--- src/rtl/dcache_ctrl.sv ---
// dcache_ctrl: blocking data-cache miss controller (write-back, burst refill); DCACHE_CTRL_STATS_EN adds hit/miss counters.
module dcache_ctrl #(
  parameter int ADDR_WIDTH = 64,
  parameter int SET_WIDTH  = 512,
  parameter int DATA_WIDTH = 64
) (
  input  logic                  i_clk,
  input  logic                  i_arstn,
  input  logic                  i_req_valid,
  input  logic                  i_req_we,
  input  logic [ADDR_WIDTH-1:0] i_addr,
  input  logic                  i_hit,
  input  logic                  i_dirty,
  input  logic [ADDR_WIDTH-1:0] i_addr_wb,
  input  logic [SET_WIDTH-1:0]  i_data_block,
  output logic                  o_write_en,
  output logic                  o_block_we,
  output logic                  o_mem_access,
  output logic [SET_WIDTH-1:0]  o_data_block,
  output logic                  o_done,
  output logic [ADDR_WIDTH-1:0] o_mem_addr,
  output logic                  o_mem_arvalid,
  input  logic                  i_mem_arready,
  input  logic                  i_mem_rvalid,
  input  logic [DATA_WIDTH-1:0] i_mem_rdata,
  output logic                  o_mem_wvalid,
  output logic [DATA_WIDTH-1:0] o_mem_wdata,
  input  logic                  i_mem_wready,
  output logic [31:0]           o_hit_count,
  output logic [31:0]           o_miss_count
);
  localparam int BEATS = SET_WIDTH / DATA_WIDTH;
  localparam int BW = $clog2(BEATS);
  localparam logic [ADDR_WIDTH-1:0] OFF_MASK = ADDR_WIDTH'(SET_WIDTH / 8 - 1);
  localparam logic [2:0] IDLE = 3'd0, WB = 3'd1, REFILL_REQ = 3'd2, REFILL = 3'd3, ALLOC = 3'd4;

  logic [2:0] state, state_nx;
  logic [BW-1:0] beat;
  logic last, hit_now, miss_start, beat_adv;

  assign last       = beat == BW'(BEATS - 1);
  assign hit_now    = state == IDLE && i_req_valid && i_hit;
  assign miss_start = state == IDLE && i_req_valid && !i_hit;
  assign beat_adv   = (state == WB && i_mem_wready) || (state == REFILL && i_mem_rvalid);

  assign o_mem_access  = hit_now;
  assign o_done        = hit_now;
  assign o_write_en    = hit_now && i_req_we;
  assign o_block_we    = state == ALLOC;
  assign o_mem_arvalid = state == REFILL_REQ;
  assign o_mem_wvalid  = state == WB;
  assign o_mem_wdata   = i_data_block[beat*DATA_WIDTH +: DATA_WIDTH];
  assign o_mem_addr    = state == WB ? i_addr_wb : i_addr & ~OFF_MASK;

  always_comb begin
    state_nx = miss_start                             ? (i_dirty ? WB : REFILL_REQ) :
               (state == WB && i_mem_wready && last)  ? REFILL_REQ :
               (state == REFILL_REQ && i_mem_arready) ? REFILL :
               (state == REFILL && i_mem_rvalid && last) ? ALLOC :
               state == ALLOC                         ? IDLE : state;
  end

  // beat wraps to 0 after the last write beat, so refill starts from beat 0
  always_ff @(posedge i_clk or negedge i_arstn) begin
    if (!i_arstn) begin
      state        <= IDLE;
      beat         <= '0;
      o_data_block <= '0;
    end else begin
      state <= state_nx;
      if (beat_adv) beat <= beat + 1'b1;
      if (state == REFILL && i_mem_rvalid) o_data_block[beat*DATA_WIDTH +: DATA_WIDTH] <= i_mem_rdata;
    end
  end

`ifdef DCACHE_CTRL_STATS_EN
  logic [31:0] hit_q, miss_q;
  logic miss_pend;
  // miss_pend marks a request that already missed so its final hit is not counted
  always_ff @(posedge i_clk or negedge i_arstn) begin
    if (!i_arstn) begin
      hit_q     <= '0;
      miss_q    <= '0;
      miss_pend <= 1'b0;
    end else begin
      if (o_done && !miss_pend) hit_q <= hit_q + 1'b1;
      if (miss_start) miss_q <= miss_q + 1'b1;
      miss_pend <= miss_start ? 1'b1 : (state == IDLE && (o_done || !i_req_valid)) ? 1'b0 : miss_pend;
    end
  end
  assign o_hit_count  = hit_q;
  assign o_miss_count = miss_q;
`else
  assign o_hit_count  = '0;
  assign o_miss_count = '0;
`endif
endmodule

--- config.mk ---
export PLATFORM = sky130hd
export DESIGN_NAME = dcache_ctrl
export DESIGN_NICKNAME = d
export VERILOG_FILES = /design/src/rtl/dcache_ctrl.sv
export SDC_FILE = /design/constraint.sdc
export NUM_CORES = 1
export LEC_CHECK = 0
export ABC_CLOCK_PERIOD_IN_PS = 3000
export CORE_AREA = 2 2 556 558
export DETAILED_ROUTE_END_ITERATION = 8
export DIE_AREA = 0 0 558 560
export GPL_ROUTABILITY_DRIVEN = 0
export GPL_TIMING_DRIVEN = 0
export PLACE_DENSITY = 0.38
export SKIP_LAST_GASP = 1
export SYNTH_ARGS = -nofsm -noshare
export SYNTH_HDL_FRONTEND = slang
export SYNTH_SLANG_ARGS = --single-unit
--- constraint.sdc ---
create_clock -name i_clk -period 3 [get_ports i_clk]
set_clock_uncertainty 0.05 [all_clocks]
set_input_delay 0.6 -clock i_clk [delete_from_list [all_inputs] [get_ports i_clk]]
set_output_delay 0.6 -clock i_clk [all_outputs]
set_load 0.01 [all_outputs]
==> results of run 1 <==
[sequential cells by signal, summed over array words and instances (netlist names)]
register and cells:
beat 3, o_data_block 512, state 3
[layout make-up]
| type | instances | share of cell area (%) |
|---|---|---|
| Antenna cell | 51 | 0.249 |
| Inverter | 69 | 0.513 |
| Tap cell | 4120 | 10.1 |
| Clock buffer | 103 | 4.16 |
| Multi-Input combinational cell | 1265 | 24.7 |
| Timing Repair Buffer | 1484 | 29.8 |
| Clock inverter | 26 | 0.598 |
| Buffer | 202 | 4.58 |
| Sequential cell | 518 | 25.3 |
[power by group]
group	total (mW)	leakage [nW]	switching, mW	internal (mW)
logic	28.1	14.2	15.9	12.2
clock network	9.20	1.19	3.85	5.35
registers	9.81	6.91	1.08	8.73
total	47.1	22.3	20.8	26.3
[how the worst max path moves through the flow]
stage | start | slack [ns] | to | cells past startpoint
after floorplan | beat[1] | 0.16 | o_data_block[324] | 10
after global placement | i_arstn | -25.58 | o_data_block[15] | 1
after detailed placement | beat[0] | -4.00 | o_data_block[155] | 10
after CTS | beat[0] | -0.50 | o_mem_wdata[60] | 7
after global routing | beat[0] | -0.47 | o_mem_wdata[3] | 6
final | beat[0] | -0.43 | o_mem_wdata[9] | 6
[worst register-to-register path: cells and delay by family (launching register included)]
family	cells	cell delay (ns)
and+or+nand+nor	1	0.09
adders and majority gates	2	0.53
DFF	1	0.38
muxes	1	0.31
buffers and inverters	7	1.20
AOI/OAI and AO/OA	1	0.22
[cell families after synthesis]
| kind of cell | synth area share, % |
|---|---|
| AOI/OAI and AO/OA | 0.194 |
| xor gates and xnor gates | 0.0331 |
| adders and majority gates | 0.331 |
| buffers and inverters | 6.18 |
| DFF | 49.0 |
| muxes | 35.0 |
| other | 0.0142 |
| and+or+nand+nor | 9.22 |
[synthesized netlist by cell type, types with 2 or more instances]
cell      count
mux2_2      336
ha_1          7
clkbuf_1     53
buf_1        10
o21ai_0       2
inv_1        69
dfrtp_1     518
mux2i_1      65
buf_6        31
nand2_1     258
mux4_2      128
mux2_4        5
nor2_1        4
nand3_2       4
and3_1       97
and2_1      104
buf_2        26
nor4b_1       4
mux2_1      167
buf_4        88
and4b_1       2
nand4b_1      2
[through the flow]
step | setup TNS [ns] | area, um^2 | setup WS, ns | total power, mW
after global routing | -42.54 | 51100 | -0.471 | 49.8
after global placement | - | 45400 | -25.58 | 35.2
final | -27.38 | 51300 | -0.429 | 47.1
after floorplan | 0 | 26700 | 0.161 | 18.4
after detailed placement | -1560.11 | 45600 | -4.00 | 35.2
after CTS | -175.30 | 49400 | -0.500 | 46.5
[repair_timing]
| action | 4_1_cts | 5_1_grt |
|---|---|---|
| hold buffers | 1 | 0 |
| pin swaps | 14 | 13 |
| endpoints found under the hold margin | 80 | 0 |
| gates cloned | 5 | 11 |
| endpoints found under the setup margin | 649 | 646 |
| gates resized for setup | 677 | 548 |
| buffers inserted | 37 | 72 |
[metal layers]
layer,vias up,GRT usage (%),wire (um)
li1,10247,-,-
met1,12754,17.2,92900
met2,1532,24.8,115000
met3,251,7.86,33200
met4,32,4.75,8610
met5,-,0,225
==> out/results.tsv, run 1 <==
stage	metric	value	unit
drt	DR DRC count	0	
sta	Slew Limit Fails	0	
grt	initial antenna violation count	114	
clock_tree	clk root buf	clkbuf_16	
floorplan	initial core utilization	8.62	%
clock_tree	CTS tree	built	
synthesis	Synth Register Bits	518	
layout	nets@finish	4337	
floorplan	Die X	558	um
synthesis	Mapped Area	26500	um^2
sta	setup repair after global routing missed its margin	true	
sta	Hold Vio Cnt, Final	0	
synthesis	share of the synthesized area in the top cell type	49.0	%
layout	area occupied by registers	13000	um^2
grt	first-pass GRT wire length	304000	um
sta	Final min period	3.43	ns
setup_path	Largest stage delay, worst path	0.57	ns
setup_path	Reg-to-Reg End	o_data_block[210]	
layout	area of the multi-input gates	12700	um^2
synthesis	post-synthesis cell type count	39	
floorplan	CORE AREA	307000	um^2
synthesis	area leader, netlist	dfrtp_1	
clock_tree	Num CTS Buffers	77	
sta	Fmax	292	MHz
worst_hold_path	type of the tightest min-delay check	input port to async pin	
synthesis	Post-synth ARST share	100	%
setup_path	CP top delay family	buffers and inverters	
layout	layout cells sized above 1	30.5	%
floorplan	Die Area	312000	um^2
power	Pwr Density	920	nW/um^2
setup_path	Crit Path Max Fanout	9	
drt	DR vias/cell	3.17	
power	Leakage	22.3	nW
sta	Least-Margin Pin Slew	1.07	ns
floorplan	Ports	1423	
grt	GRT Total Usage	15.3	%
synthesis	EDFF count, synth	0	
clock_tree	clk sink count	518	
flow_run	Max Cap Viol	0	
setup_path	CP cell instances	buf_12 -> buf_16 -> mux4_2 -> nand2_1 -> nand2_1 -> clkdlybuf4s15_1	
drt	routed len/inst	31.9	um
drt	Detailed Route WL	250000	um
run_status	failing checks	negative setup slack	
synthesis	sequential share of the synthesized area	49.0	%
grt	number of global-route vias before repair	25705	
synthesis	Mapped Cells	1997	
synthesis	most area-consuming cells after synthesis	dfrtp_1, mux2_2, mux4_2, mux2_1, nand2_1	
layout	synthesis-to-finish area growth	93.7	%
placement	Placed Cells	7539	
setup_path	reg2reg setup slack	0.04	ns
setup_path	most frequent cell on the critical path	nand2_1	
clock_tree	Worst-Skew Late Latency	0.80	ns
layout	most frequent cells in the layout	clkdlybuf4s50_1, dfrtp_1, mux2_2	
clock_tree	CTS H-tree depth	3	
grt	GRT overflow	0	
layout	non-filler cells, final	7838	
placement	HPWL Detailed	209000	um
power	maximum VDD drop	0.432	mV
setup_path	reg2reg start	beat[1]	
setup_path	r2r worst-path depth	12	
sta	setup violators final	119	
sta	Rel. slew slack	28.7	%
drt	Initial DRT Pass Iterations	5	
clock_tree	maximum clock insertion buffer count	4	
clock_tree	Clock transition at path regs	0.06	ns
floorplan	Die Y	560	um
setup_path	Crit path arrival time	2.78	ns
placement	Port Buffer Count	1352	
layout	fill cell count	34100	
sta	fin crit share	114	%
setup_path	CP startpoint kind	flop	
setup_path	Worst Setup End Kind	primary output	
setup_path	Worst path slowest cell	mux4_2	
sta	PnR worst setup slack	-0.429	ns
synthesis	Post-synth top flop	dfrtp_1	
layout	commonest non-fill, non-tap cell in the layout	clkdlybuf4s50_1	
layout	Final Util	16.7	%
run_status	status	finished, violations left	
drt	DRT iter0 DRCs	1692	
drt	total number of vias	24816	
setup_path	Crit Path Category	flop to primary output	
grt	largest net degree at the start of global routing	105	
setup_path	CP required	2.35	ns
setup_path	worst path bufs/invs	3	
synthesis	Mean Syn Cell Area	13.3	um^2
floorplan	row cnt	204	
sta	worst hold slack	0.376	ns
drt	Detail Route Antenna Nets	0	
synthesis	Yosys warnings	0	
No activity file was read; power rests on OpenSTA's default activity.
==> run 2, diff against run 1 <==
Settings changed: ABC_CLOCK_PERIOD_IN_PS 3000 to default, RECOVER_POWER from default to 25.
==> run 2 against run 1 <==
  * Sequential cell count is the same
  * The flow still finishes with violations (negative setup slack)
  * Die area is the same
  * Largest power group unchanged
  * Largest cell class unchanged
  * Routed wire length is essentially flat
  * First-iteration DRC count grew 0.24%
==> out/results.tsv, run 2 (same netlist as run 1, synthesis figures left out) <==
stage	metric	value	unit	change
run_status	status	finished, violations left		
run_status	failing checks	negative setup slack		
placement	post-place setup slack	-4.00	ns	unchanged
layout	Largest register FFs	512		unchanged
layout	largest registers	o_data_block x512, beat x3, state x3		
setup_path	Crit path arrival time	2.76	ns	-0.02 ns
power	maximum VDD drop	0.432	mV	about the same
sta	setup repair after global routing missed its margin	true		
clock_tree	CTS H-tree depth	3		unchanged
layout	synthesis-to-finish area growth	93.6	%	about the same
grt	first-pass GRT wire length	304000	um	unchanged
clock_tree	Worst-Skew Late Latency	0.80	ns	about the same
layout	layout cells sized above 1	30.5	%	unchanged
grt	initial antenna violation count	114		unchanged
setup_path	reg2reg setup slack	0.04	ns	about the same
clock_tree	clk root buf	clkbuf_16		
power	Internal	26.3	mW	about the same
setup_path	Worst path slowest cell	mux4_2		
setup_path	CP required	2.35	ns	about the same
grt	GRT overflow	0		unchanged
clock_tree	CTS tree	built		
setup_path	worst path bufs/invs	3		unchanged
floorplan	initial core utilization	8.62	%	unchanged
layout	area of the multi-input gates	12700	um^2	unchanged
flow_run	Max Cap Viol	0		unchanged
worst_hold_path	type of the tightest min-delay check	input port to async pin		
layout	nets@finish	4337		unchanged
sta	Rel. slew slack	19.8	%	-9.0 points
power	Net Sw Frac	44.2	%	about the same
setup_path	CP startpoint kind	flop		
power	Gate power share	59.7	%	about the same
power	Leakage	22.3	nW	about the same
placement	Port Buffer Count	1352		unchanged
sta	Fmax	293	MHz	+0.48%
drt	total number of vias	24812		-0.016%
grt	GRT Total Usage	15.3	%	unchanged
sta	Final min period	3.41	ns	-0.0162 ns
setup_path	Crit Path Category	flop to primary output		
power	Pwr Density	920	nW/um^2	about the same
floorplan	Die Area	312000	um^2	unchanged
floorplan	Die X	558	um	unchanged
setup_path	CP cell instances	buf_12 -> buf_16 -> mux4_2 -> nand2_1 -> nand2_1 -> clkdlybuf4s15_1		
layout	commonest non-fill, non-tap cell in the layout	clkdlybuf4s50_1		
floorplan	Ports	1423		unchanged
sta	PnR worst setup slack	-0.413	ns	+0.0162 ns
clock_tree	maximum clock insertion buffer count	4		unchanged
drt	DRT iter0 DRCs	1696		+0.24%
layout	area occupied by registers	13000	um^2	unchanged
clock_tree	clk sink count	518		unchanged
sta	setup_tns	-26.98	ns	+0.406 ns
setup_path	Crit Path Max Fanout	9		unchanged
sta	fin crit share	114	%	-0.54 points
setup_path	r2r worst-path depth	12		unchanged
setup_path	CP top delay family	buffers and inverters		
floorplan	row cnt	204		unchanged
drt	DR vias/cell	3.17		about the same
grt	number of global-route vias before repair	25705		unchanged
sta	setup violators final	119		unchanged
drt	routed len/inst	31.9	um	about the same
layout	fill cell count	34102		+0.0059%
clock_tree	Clock transition at path regs	0.06	ns	about the same
placement	HPWL Detailed	209000	um	unchanged
drt	DR DRC count	0		unchanged
clock_tree	Num CTS Buffers	77		unchanged
floorplan	CORE AREA	307000	um^2	unchanged
layout	Final Util	16.7	%	about the same
setup_path	Reg-to-Reg End	o_data_block[210]		
floorplan	Die Y	560	um	unchanged
setup_path	reg2reg start	beat[1]		
grt	largest net degree at the start of global routing	105		unchanged
sta	Least-Margin Pin Slew	1.20	ns	+0.138 ns
sta	Slew Limit Fails	0		unchanged
setup_path	most frequent cell on the critical path	nand2_1		
layout	Largest Register	o_data_block		
power	Switch Pwr	20.8	mW	about the same
layout	most frequent cells in the layout	clkdlybuf4s50_1, dfrtp_1, mux2_2		
power	Seq pwr share	20.8	%	about the same
setup_path	Largest stage delay, worst path	0.56	ns	about the same
drt	Detail Route Antenna Nets	0		unchanged
drt	Detailed Route WL	250000	um	about the same
drt	Initial DRT Pass Iterations	5		unchanged
setup_path	Worst Setup End Kind	primary output		
power	Clock power frac	19.5	%	about the same
sta	Hold Vio Cnt, Final	0		unchanged
[run 2: changes by cell type in the layout (fill, tap and decap cells not counted)]
cell / previous run / this run
buf_16: 17 / 16
clkbuf_4: 15 / 16
[run 2: power by group through the flow]
stage                     clock network, mW  registers, mW  logic, mW
after floorplan                           0           10.5       7.95
after global placement                    0           9.87       25.3
after detailed placement                  0           9.88       25.3
after CTS                              9.61           9.83       27.1
after global routing                   9.84           10.0       30.0
final                                  9.20           9.81       28.1
[run 2: metrics by stage]
stage,instances,area [um^2],power [mW],hold WS [ns]
final,7838,51200,47.1,0.371
after global routing,7796,51100,49.8,0.375
after CTS,7711,49400,46.5,0.321
after detailed placement,7539,45600,35.2,0.424
after global placement,7532,45400,35.2,0.419
after floorplan,2060,26700,18.4,0.254
[run 2: repair_timing]
| action | CTS | global route |
|---|---|---|
| gates cloned | 5 | 11 |
| setup buffers | 37 | 72 |
| resized for setup | 677 | 548 |
| endpoints found under the setup margin | 649 | 646 |
| pin swaps | 14 | 13 |
| endpoints found under the hold margin | 80 | 0 |
| hold buffers | 1 | 0 |
[run 2: area by class of cell]
cell class	instances	area share, %
Antenna cell	51	0.249
Buffer	202	4.59
Clock buffer	103	4.17
Clock inverter	26	0.598
Inverter	69	0.513
Multi-Input combinational cell	1265	24.7
Sequential cell	518	25.3
Tap cell	4120	10.1
Timing Repair Buffer	1484	29.8
[run 2: worst max-delay path by stage]
stage / from / end / slack [ns] / cells past startpoint
floorplan: beat[1] / o_data_block[324] / 0.16 / 10
global placement: i_arstn / o_data_block[15] / -25.58 / 1
detailed placement: beat[0] / o_data_block[155] / -4.00 / 10
CTS: beat[0] / o_mem_wdata[60] / -0.50 / 7
global route: beat[0] / o_mem_wdata[3] / -0.47 / 6
finish: beat[0] / o_mem_wdata[9] / -0.41 / 6
[run 2: per-layer routing]
layer / up-vias / GRT usage (%) / part of all wire, %
met5: - / 0 / 0.090
met4: 32 / 4.75 / 3.5
met3: 263 / 7.86 / 13
met2: 1491 / 24.8 / 46
met1: 12776 / 17.2 / 37
li1: 10250 / - / -
[run 2: worst register-to-register path, stage by stage (launching register included)]
cell and delay, ns:
dfrtp_1 0.38, buf_6 0.18, buf_12 0.20, buf_12 0.18, inv_1 0.10, ha_4 0.19
ha_4 0.34, o31a_1 0.22, buf_6 0.16, nand3_4 0.09, buf_12 0.18, buf_12 0.20
mux2_2 0.31
==> run 3, diff against run 2 <==
Settings changed: CORE_AREA 2 2 556 558 to 2 2 555 557, DIE_AREA 0 0 558 560 to 0 0 557 559.
==> run 3 against run 2 <==
  * Final cell count increased by 0.10%
  * Combinational power increased by 1%
  * Highest routed layer unchanged
  * Fmax increased by 0.22%
  * The flow still finishes with violations (negative setup slack)
  * Power increased by 0.32%
  * Non-clock buffer count increased by 43
  * Sequential share of layout area decreased by 0.73 points
  * Register-to-register slack got worse by 0.26 ns
  * Via count decreased by 0.74%
==> out/results.tsv, run 3 (same netlist as run 1, synthesis figures left out) <==
stage	metric	value	unit	change
layout	nets@finish	4379		+0.97%
sta	setup violators final	585		+390%
power	maximum VDD drop	0.524	mV	+21%
drt	DR DRC count	0		unchanged
floorplan	CORE AREA	305000	um^2	-0.66%
layout	Final Util	17.3	%	+0.61 points
floorplan	Die Y	559	um	-0.18%
layout	Largest register FFs	512		unchanged
sta	Hold Vio Cnt, Final	0		unchanged
placement	Port Buffer Count	1352		unchanged
clock_tree	clk root buf	clkbuf_16		
grt	initial antenna violation count	96		-16%
grt	GRT overflow	0		unchanged
layout	Largest Register	o_data_block		
layout	layout cells sized above 1	33.0	%	+2.5 points
power	Leakage	22.9	nW	+2.9%
floorplan	initial core utilization	8.67	%	+0.057 points
clock_tree	Clock transition at path regs	0.08	ns	+0.02 ns
setup_path	CP startpoint kind	flop		
sta	Final min period	3.41	ns	-0.00751 ns
drt	Initial DRT Pass Iterations	5		unchanged
layout	synthesis-to-finish area growth	99.4	%	
layout	largest registers	o_data_block x512, beat x3, state x3		
clock_tree	Num CTS Buffers	76		-1.3%
floorplan	Die X	557	um	-0.18%
sta	Fmax	294	MHz	+0.22%
grt	first-pass GRT wire length	302000	um	-0.48%
drt	total number of vias	24629		-0.74%
grt	largest net degree at the start of global routing	110		+4.8%
grt	number of global-route vias before repair	25878		+0.67%
layout	commonest non-fill, non-tap cell in the layout	clkdlybuf4s50_1		
setup_path	Worst Setup End Kind	primary output		
floorplan	Ports	1423		unchanged
setup_path	CP required	2.35	ns	about the same
floorplan	row cnt	203		-0.49%
sta	fin crit share	114	%	-0.25 points
sta	Slew Limit Fails	0		unchanged
drt	Detailed Route WL	247000	um	-1.3%
power	total power	47.3	mW	+0.32%
worst_hold_path	type of the tightest min-delay check	flop to flop		
sta	Rel. slew slack	1.49	%	-18 points
clock_tree	maximum clock insertion buffer count	4		unchanged
clock_tree	clk sink count	518		unchanged
layout	fill cell count	33672		-1.3%
setup_path	Crit path arrival time	2.76	ns	about the same
sta	Least-Margin Pin Slew	1.48	ns	+0.274 ns
setup_path	Crit Path Max Fanout	6		-3
clock_tree	Worst-Skew Late Latency	0.78	ns	-0.02 ns
sta	setup repair after global routing missed its margin	true		
sta	PnR worst setup slack	-0.405	ns	+0.00751 ns
setup_path	Crit Path Category	flop to primary output		
power	Pwr Density	896	nW/um^2	-2.6%
grt	GRT Total Usage	15.1	%	-0.15 points
run_status	status	finished, violations left		
drt	DRT iter0 DRCs	1511		-11%
floorplan	Die Area	311000	um^2	-0.36%
layout	most frequent cells in the layout	clkdlybuf4s50_1, dfrtp_1, mux2_2		
drt	Detail Route Antenna Nets	0		unchanged
flow_run	Max Cap Viol	0		unchanged
clock_tree	CTS tree	built		
clock_tree	CTS H-tree depth	3		unchanged
drt	DR vias/cell	3.14		-0.84%
drt	routed len/inst	31.5	um	-1.4%
placement	HPWL Detailed	203000	um	-2.8%
run_status	failing checks	negative setup slack		
[run 3: changes by cell type in the layout (fill, tap and decap cells not counted), moves of 20 or more]
cell	change
mux2_4	+23
nand2_1	-47
buf_16	+20
nand2_2	+40
buf_4	-28
buf_12	+42
[run 3: path summary, 6_finish.rpt]
path | from | endpoint | slack [ns] | depth (start not counted)
max | beat[0] | o_mem_wdata[29] | -0.41 | 7
min | o_data_block[454] | o_data_block[454] | 0.43 | 1
max reg2reg | beat[0] | o_data_block[86] | -0.22 | 15
min reg2reg | o_data_block[454] | o_data_block[454] | 0.43 | 1
max in group asynchronous | i_arstn | o_data_block[348] | 0.13 | 4
min in group asynchronous | i_arstn | o_data_block[49] | 0.69 | 2
[run 3: stage by stage]
step | instances | area, um^2 | setup WS [ns] | hold slack (ns) | TNS [ns]
after detailed placement | 7521 | 45600 | -3.89 | 0.424 | -1468.15
after floorplan | 2060 | 26700 | 0.161 | 0.254 | 0
after CTS | 7746 | 50900 | -0.539 | 0.255 | -158.10
after global routing | 7823 | 52700 | -0.494 | 0.454 | -191.04
after global placement | 7512 | 45400 | -24.99 | 0.416 | -
final | 7846 | 52800 | -0.405 | 0.432 | -74.19
[run 3: timing repair]
action / 4_1_cts / 5_1_grt
hold endpoints to repair: 48 / 0
hold buffers: 1 / 0
setup buffers: 75 / 49
pin swaps: 26 / 29
gates resized for setup: 859 / 539
cloned: 24 / 20
setup endpoints to repair: 650 / 647
[run 3: layer usage]
layer  global-route usage [%]  vias to the layer above  share of wire (%)
li1                         -                    10328                  -
met1                     18.1                    12713                 39
met2                     24.9                     1334                 47
met3                     5.73                      234                 11
met4                     4.63                       20                3.4
met5                        0                        -              0.051
[run 3: power by group]
group	switching, mW	internal, mW
clock network	3.68	5.36
logic	15.7	12.8
registers	1.03	8.73
[run 3: cell type report]
type,instances,area (um^2),share of cell area [%]
Timing Repair Buffer,1527,16500,31.3
Sequential cell,518,13000,24.6
Multi-Input combinational cell,1265,13000,24.6
Tap cell,4100,5130,9.72
Buffer,202,2430,4.61
Clock buffer,106,2170,4.10
Inverter,69,263,0.498
Clock inverter,20,234,0.443
Antenna cell,39,97.6,0.185
[run 3: critical path, cell delays in order, from the launching register on]
cell and delay (ns):
dfrtp_4 0.51, buf_12 0.19, buf_16 0.18, buf_12 0.12, mux4_2 0.58, nand2_2 0.13, nand2_1 0.07, clkbuf_2 0.14
